[config.mk]
export PLATFORM = sky130hd
export DESIGN_NAME = fp_add_normalize_flat
export DESIGN_NICKNAME = d
export VERILOG_FILES = /design/src/rtl/fp_add_normalize_if.sv /design/src/rtl/fp_add_normalize.sv /design/src/flat_wrapper.sv
export SDC_FILE = /design/constraint.sdc
export NUM_CORES = 1
export LEC_CHECK = 0
export CAP_MARGIN = 20
export CORE_ASPECT_RATIO = 0.5
export CORE_MARGIN = 8
export CORE_UTILIZATION = 52
export CTS_CLUSTER_SIZE = 10
export DETAILED_ROUTE_END_ITERATION = 8
export PLACE_DENSITY_LB_ADDON = 0.12
export SLEW_MARGIN = 10
export SYNTH_ARGS = -nofsm -noshare
export SYNTH_HDL_FRONTEND = slang
export SYNTH_SLANG_ARGS = --single-unit
export TNS_END_PERCENT = 30
[constraint.sdc]
create_clock -name clk -period 3.42 [get_ports clk]
set_clock_uncertainty 0.1 [all_clocks]
set_input_delay 1.026 -clock clk [delete_from_list [all_inputs] [get_ports clk]]
set_output_delay 1.026 -clock clk [all_outputs]
set_load 0.02 [all_outputs]
[src/rtl/fp_add_normalize_if.sv]
// Handshake and data bundle between the alignment stage, fp_add_normalize and its consumer.
// Drivers use the master view and the normalizer uses the slave view.
interface fp_add_normalize_if #(
  parameter int unsigned EXP_W = 5,
  parameter int unsigned MAN_W = 11
);
  logic             in_valid;
  logic             in_ready;
  logic             sign_a;
  logic             sign_b;
  logic [MAN_W-1:0] man_a;
  logic [MAN_W-1:0] man_b;
  logic [EXP_W-1:0] exp_in;
  logic             out_valid;
  logic             out_ready;
  logic [15:0]      result;
  logic             ovf;
  logic             unf;

  modport master (
    output in_valid, sign_a, sign_b, man_a, man_b, exp_in, out_ready,
    input  in_ready, out_valid, result, ovf, unf
  );

  modport slave (
    input  in_valid, sign_a, sign_b, man_a, man_b, exp_in, out_ready,
    output in_ready, out_valid, result, ovf, unf
  );
endinterface

[src/rtl/fp_add_normalize.sv]
// Back half of the binary16 adder: add/sub, LZC normalize, round/pack in a 3-stage pipeline.
// Define FP_NORM_ROUND_EN for round-half-to-even on the carry path (truncation otherwise).
module fp_add_normalize #(
  parameter int unsigned EXP_W = 5,
  parameter int unsigned MAN_W = 11
) (
  input logic                clk,
  input logic                rst,
  fp_add_normalize_if.slave  bus_io
);

  logic adv;
  assign adv             = !(bus_io.out_valid && !bus_io.out_ready);
  assign bus_io.in_ready = adv;

  // Stage 1: signed-magnitude add/subtract
  logic             s1_valid_q;
  logic             s1_sign_q, s1_sign_d;
  logic [MAN_W:0]   s1_sum_q, s1_sum_d;
  logic [EXP_W-1:0] s1_exp_q;

  always_comb begin
    if (bus_io.sign_a == bus_io.sign_b) begin
      s1_sum_d  = {1'b0, bus_io.man_a} + {1'b0, bus_io.man_b};
      s1_sign_d = bus_io.sign_a;
    end else if (bus_io.man_a >= bus_io.man_b) begin
      s1_sum_d  = {1'b0, bus_io.man_a - bus_io.man_b};
      s1_sign_d = (bus_io.man_a == bus_io.man_b) ? 1'b0 : bus_io.sign_a;
    end else begin
      s1_sum_d  = {1'b0, bus_io.man_b - bus_io.man_a};
      s1_sign_d = bus_io.sign_b;
    end
  end

  always_ff @(posedge clk) begin
    if (rst) begin
      s1_valid_q <= 1'b0;
      s1_sign_q  <= 1'b0;
      s1_sum_q   <= '0;
      s1_exp_q   <= '0;
    end else if (adv) begin
      s1_valid_q <= bus_io.in_valid;
      s1_sign_q  <= s1_sign_d;
      s1_sum_q   <= s1_sum_d;
      s1_exp_q   <= bus_io.exp_in;
    end
  end

  // Stage 2: normalize
  logic [3:0]        lz;
  logic signed [6:0] s1_exp_ext;
  logic              s2_valid_q;
  logic              s2_sign_q;
  logic [MAN_W-1:0]  s2_man_q, s2_man_d;
  logic signed [6:0] s2_exp_q, s2_exp_d;
  logic              s2_zero_q, s2_zero_d;
  logic              s2_unf_q, s2_unf_d;
`ifdef FP_NORM_ROUND_EN
  logic              s2_guard_q, s2_guard_d;
`endif

  assign s1_exp_ext = signed'({2'b00, s1_exp_q});

  // Highest set bit wins because the loop scans upward.
  always_comb begin
    lz = 4'(MAN_W);
    for (int i = 0; i < MAN_W; i++) begin
      if (s1_sum_q[i]) lz = 4'(MAN_W - 1 - i);
    end
  end

  always_comb begin
    s2_man_d   = '0;
    s2_exp_d   = s1_exp_ext;
    s2_zero_d  = 1'b0;
    s2_unf_d   = 1'b0;
`ifdef FP_NORM_ROUND_EN
    s2_guard_d = 1'b0;
`endif
    if (s1_sum_q[MAN_W]) begin
      s2_man_d   = s1_sum_q[MAN_W:1];
      s2_exp_d   = s1_exp_ext + 7'sd1;
`ifdef FP_NORM_ROUND_EN
      s2_guard_d = s1_sum_q[0];
`endif
    end else if (s1_sum_q == '0) begin
      s2_zero_d = 1'b1;
    end else if (s1_exp_q <= {1'b0, lz}) begin
      // Would need a denormal; flush to +0 instead.
      s2_zero_d = 1'b1;
      s2_unf_d  = 1'b1;
    end else begin
      s2_man_d = s1_sum_q[MAN_W-1:0] << lz;
      s2_exp_d = s1_exp_ext - signed'({3'b000, lz});
    end
  end

  always_ff @(posedge clk) begin
    if (rst) begin
      s2_valid_q <= 1'b0;
      s2_sign_q  <= 1'b0;
      s2_man_q   <= '0;
      s2_exp_q   <= '0;
      s2_zero_q  <= 1'b0;
      s2_unf_q   <= 1'b0;
`ifdef FP_NORM_ROUND_EN
      s2_guard_q <= 1'b0;
`endif
    end else if (adv) begin
      s2_valid_q <= s1_valid_q;
      s2_sign_q  <= s1_sign_q;
      s2_man_q   <= s2_man_d;
      s2_exp_q   <= s2_exp_d;
      s2_zero_q  <= s2_zero_d;
      s2_unf_q   <= s2_unf_d;
`ifdef FP_NORM_ROUND_EN
      s2_guard_q <= s2_guard_d;
`endif
    end
  end

  // Stage 3: round and pack
  logic [MAN_W:0]    rnd_man;
  logic signed [6:0] rnd_exp;
  logic [15:0]       res_d;
  logic              ovf_d, unf_d;
  logic              unused_hidden;

  always_comb begin
    rnd_man = {1'b0, s2_man_q};
    rnd_exp = s2_exp_q;
`ifdef FP_NORM_ROUND_EN
    // Single dropped bit: a set guard is an exact tie, so round up only on an odd LSB.
    rnd_man = rnd_man + {{MAN_W{1'b0}}, s2_guard_q & s2_man_q[0]};
    if (rnd_man[MAN_W]) begin
      rnd_man = rnd_man >> 1;
      rnd_exp = rnd_exp + 7'sd1;
    end
`endif
    res_d = '0;
    ovf_d = 1'b0;
    unf_d = 1'b0;
    if (s2_zero_q) begin
      unf_d = s2_unf_q;
    end else if (rnd_exp >= 7'sd31) begin
      res_d = {s2_sign_q, 5'h1F, 10'h000};
      ovf_d = 1'b1;
    end else begin
      res_d = {s2_sign_q, rnd_exp[4:0], rnd_man[9:0]};
    end
  end

  assign unused_hidden = rnd_man[MAN_W] ^ rnd_man[MAN_W-1];

  logic        out_valid_q;
  logic [15:0] result_q;
  logic        ovf_q, unf_q;

  always_ff @(posedge clk) begin
    if (rst) begin
      out_valid_q <= 1'b0;
      result_q    <= '0;
      ovf_q       <= 1'b0;
      unf_q       <= 1'b0;
    end else if (adv) begin
      out_valid_q <= s2_valid_q;
      result_q    <= s2_valid_q ? res_d : 16'h0000;
      ovf_q       <= s2_valid_q & ovf_d;
      unf_q       <= s2_valid_q & unf_d;
    end
  end

  assign bus_io.out_valid = out_valid_q;
  assign bus_io.result    = result_q;
  assign bus_io.ovf       = ovf_q;
  assign bus_io.unf       = unf_q;

endmodule

[src/flat_wrapper.sv]
// flat-port wrapper written by rule: the top's interface ports become plain ports
module fp_add_normalize_flat 
#(
  parameter int unsigned EXP_W = 5,
  parameter int unsigned MAN_W = 11
)
  (clk, rst, bus_io_in_valid, bus_io_sign_a, bus_io_sign_b, bus_io_man_a, bus_io_man_b, bus_io_exp_in, bus_io_out_ready, bus_io_in_ready, bus_io_out_valid, bus_io_result, bus_io_ovf, bus_io_unf);
  fp_add_normalize_if #(.EXP_W(EXP_W), .MAN_W(MAN_W)) bus_io_i ();
  input logic clk;
  input logic rst;
  input wire logic [$bits(bus_io_i.in_valid)-1:0] bus_io_in_valid;
  input wire logic [$bits(bus_io_i.sign_a)-1:0] bus_io_sign_a;
  input wire logic [$bits(bus_io_i.sign_b)-1:0] bus_io_sign_b;
  input wire logic [$bits(bus_io_i.man_a)-1:0] bus_io_man_a;
  input wire logic [$bits(bus_io_i.man_b)-1:0] bus_io_man_b;
  input wire logic [$bits(bus_io_i.exp_in)-1:0] bus_io_exp_in;
  input wire logic [$bits(bus_io_i.out_ready)-1:0] bus_io_out_ready;
  output wire logic [$bits(bus_io_i.in_ready)-1:0] bus_io_in_ready;
  output wire logic [$bits(bus_io_i.out_valid)-1:0] bus_io_out_valid;
  output wire logic [$bits(bus_io_i.result)-1:0] bus_io_result;
  output wire logic [$bits(bus_io_i.ovf)-1:0] bus_io_ovf;
  output wire logic [$bits(bus_io_i.unf)-1:0] bus_io_unf;
  assign bus_io_i.in_valid = bus_io_in_valid;
  assign bus_io_i.sign_a = bus_io_sign_a;
  assign bus_io_i.sign_b = bus_io_sign_b;
  assign bus_io_i.man_a = bus_io_man_a;
  assign bus_io_i.man_b = bus_io_man_b;
  assign bus_io_i.exp_in = bus_io_exp_in;
  assign bus_io_i.out_ready = bus_io_out_ready;
  assign bus_io_in_ready = bus_io_i.in_ready;
  assign bus_io_out_valid = bus_io_i.out_valid;
  assign bus_io_result = bus_io_i.result;
  assign bus_io_ovf = bus_io_i.ovf;
  assign bus_io_unf = bus_io_i.unf;
  fp_add_normalize #(.EXP_W(EXP_W), .MAN_W(MAN_W)) u_core (.clk(clk), .rst(rst), .bus_io(bus_io_i));
endmodule
==> reports/qor.csv <==
stage,metric,value,unit
clocking,clk_latency,0.33,ns
finish,fillerInstances,698,
clocking,cts_root_buf,clkbuf_16,
yosys,synth_edf_count,0,
clocking,clk_pin_slew,0.05,ns
grt,grt_first_pass_wirelength,22100,um
sta,rsz0062_at_grt,true,
sta,tightest_slew,0.794,ns
clocking,hold_buffers,0,
yosys,yosysWarnings,0,
die,core-area,8530,sq um
grt,antenna_found_initial,0,
finish,synthToLayoutAreaGrowth,38.3,%
route,wl_per_cell,15.9,um
grt,grt_overflow_total,0,
critical_path,crit_type,in -> reg,
die,die_y,81.5,um
critical_path,required,3.58,ns
yosys,ys_seq_area_share,26.4,%
sta,worst_slack,0.0314,ns
critical_path,worstPathArrival,3.55,ns
die,num_rows,24,
route,routed_wirelength,13300,um
finish,postLayoutCellArea,6180,sq um
critical_path,max_stage_delay,0.51,ns
yosys,async_flop_share,0,%
route,avgViaCountPerCell,5.70,
hold_path,worstHoldPathType,reg -> reg,
power,p_leak,2.62,nW
critical_path,cp_slowest_cell,clkdlybuf4s50_1,
sta,fin_crit_sh,99.1,%
yosys,avgSynthCellArea,7.60,sq um
power,intPower,1.93,mW
sta,setup_tns,0,ns
die,die-area,12000,sq um
placed_design,routabilityCongestion,0.918,
power,power_frac_seq,28.8,%
route,dr.first_iter.drc_count,372,
sta,setup_viol,0,
sta,fmax,295,MHz
route,num_vias,4763,
yosys,syn_nets,662,
yosys,synthCells,588,
critical_path,ff2ff_setup_slack,0.20,ns
finish,antenna_cells,0,
finish,finalCoreUtilization,72.4,%
clocking,cts_buffers,9,
grt,grt_max_degree,44,
clocking,cts_max_level,3,
die,die_w,147,um
power,power_frac_comb,38.1,%
placed_design,post_dp_cell_area,5690,sq um
power,clockPowerShare,33.0,%
finish,multi_input_area,3120,sq um
route,detail-route-antenna-nets,0,
die,floorplan.initialDensity,52.4,%
power,power.total,2.89,mW
finish,seq_area,1180,sq um
sta,hold_violations,0,
grt,grt_pass1_vias,4547,
yosys,ys_ff_latch,59,
sta,min_period,3.39,ns
route,drt_pass1_iterations,5,
power,power.density,468,nW/um^2
critical_path,cp_top_family,compound AO/OA/AOI/OAI gates,
yosys,synth_ff_type,dfxtp_1,
route,drc,0,
critical_path,cp_max_fo,3,
critical_path,start_kind,input pin,
placed_design,io_buffers,52,
power,peakVddDrop,0.000326,V
placed_design,place_inst,816,
finish,drive_above_1_share,21.7,%
power,p_sw_share,33.4,%
clocking,clockBufferDepth,2,
sta,hold_ws,0.348,ns
die,io_pins,53,
critical_path,crit_buf_inv,2,
outcome,status,"finished, final reports clean",
critical_path,crit_path_end_kind,register,
placed_design,post-dp-hpwl,10100,um
clocking,cts_sinks,59,
finish,finalNonFillerCells,835,
yosys,ys_types,66,
yosys,syn_area,4470,sq um
clocking,cts_tree,done,
sta,slew_headroom,47.0,%
grt,grt_usage,22.3,%
run,maxCapViolations,0,
sta,drv_slew,0,
finish,fin_nets,787,
placed_design,pre_cts_slack,-0.390,ns
power,switchingPower,0.966,mW
critical_path,path_cells,clkdlybuf4s50_1 -> inv_1 -> ha_1 -> fa_1 -> nand3b_1 -> a21oi_2 -> o21ai_0 -> a221oi_1 -> mux2i_1 -> a2111o_1 -> nand3_1,
[Yosys cell counts (all sizes together), types with 11 or more instances]
cell    number  area share [%]
dfxtp       59              26
a21oi       57             6.5
nor2        55             4.7
nand2       54             4.8
inv         41             3.4
o21ai       41             4.6
ha          37              10
clkbuf      24             2.0
nor3        22             2.5
a22oi       13             2.2
nand3       13             1.5
buf         12             1.8
a31oi       11             1.5
mux2i       11             2.5
[worst register-to-register path, stage by stage (launching register included)]
cell and delay, ns:
dfxtp_1 0.50, a221oi_1 0.12, o41ai_2 0.33, ha_1 0.22, inv_1 0.06, fa_1 0.40, a21o_1 0.20, a21o_1 0.18
a21oi_1 0.16, a21oi_1 0.13, nor2b_2 0.25, a221oi_1 0.30, a211oi_1 0.11
[cell families (layout without fill, tap and decap cells)]
logic type / count (synthesis) / count (layout) / share of synthesized area [%]
and+or+nand+nor: 199 / 199 / 21.5
AOI/OAI and AO/OA: 190 / 190 / 27.8
muxes: 14 / 14 / 3.47
DFF: 59 / 59 / 26.4
adders and majority gates: 41 / 41 / 12.2
buffers and inverters: 79 / 209 / 7.42
xor gates and xnor gates: 6 / 6 / 1.18
[timing repair]
item                                    in CTS  in global routing
hold endpoints to repair                     0                  0
endpoints found under the setup margin       4                 11
pin swaps                                    0                  7
gates resized for setup                      3                 23
setup buffers                                0                  3
[path summary, 6_finish.rpt]
kind,startpoint,to,cells past startpoint
max,bus_io_man_a[0],u_core.s1_sum_q[10],11
min,u_core.bus_io.result[11],u_core.bus_io.result[11],2
max reg2reg,u_core.s1_sum_q[5],u_core.rnd_exp[3],12
min reg2reg,u_core.bus_io.result[11],u_core.bus_io.result[11],2
[cells in the final DEF, fill, tap and decap left out, types with 10 or more instances in the layout]
| cell type | instances |
|---|---|
| nand4_1 | 10 |
| nand3_1 | 13 |
| clkdlybuf4s50_1 | 51 |
| mux2i_1 | 10 |
| ha_1 | 32 |
| nand2_1 | 52 |
| a21oi_1 | 52 |
| nor3_1 | 21 |
| a22oi_1 | 13 |
| nor2_1 | 53 |
| o21ai_0 | 40 |
| dfxtp_1 | 58 |
| buf_4 | 98 |
| inv_1 | 40 |
| a31oi_1 | 11 |
[routing by layer]
layer  global-route usage [%]  up-vias  share of wire, %
met2                     38.0      183                45
met4                     5.25        0               1.5
li1                         -     2381                 -
met3                     4.45       16               6.3
met5                        0        -                 0
met1                     28.9     2183                47
[cell type report]
type / instances / area share (%)
inverters: 43 / 2.61
clock inverters: 7 / 1.48
repair buffers: 150 / 20.3
multi-input cells: 450 / 50.4
flip-flops and latches: 59 / 19.1
clock buffers: 9 / 3.65
well taps: 117 / 2.37
[power groups by stage]
stage                     Sequential, mW  Combinational [mW]  Clock, mW
final                              0.835                1.10      0.956
after global placement             0.845                1.03          0
after CTS                          0.833                1.05      0.969
after floorplan                    0.821               0.673          0
after detailed placement           0.847                1.04          0
after global routing               0.845                1.21       1.00
[state kept, by name, indices dropped and copies added (netlist names)]
name and flops:
u_core.bus_io.result 16, u_core.s1_sum_q 12, u_core.s2_man_q 10, u_core.rnd_exp 7, u_core.s1_exp_q 5, u_core.bus_io.out_valid 1
u_core.bus_io.ovf 1, u_core.bus_io.unf 1, u_core.s1_sign_q 1, u_core.s1_valid_q 1, u_core.s2_sign_q 1, u_core.s2_unf_q 1
u_core.s2_valid_q 1, u_core.s2_zero_q 1
(Power assumes the default switching activity.)
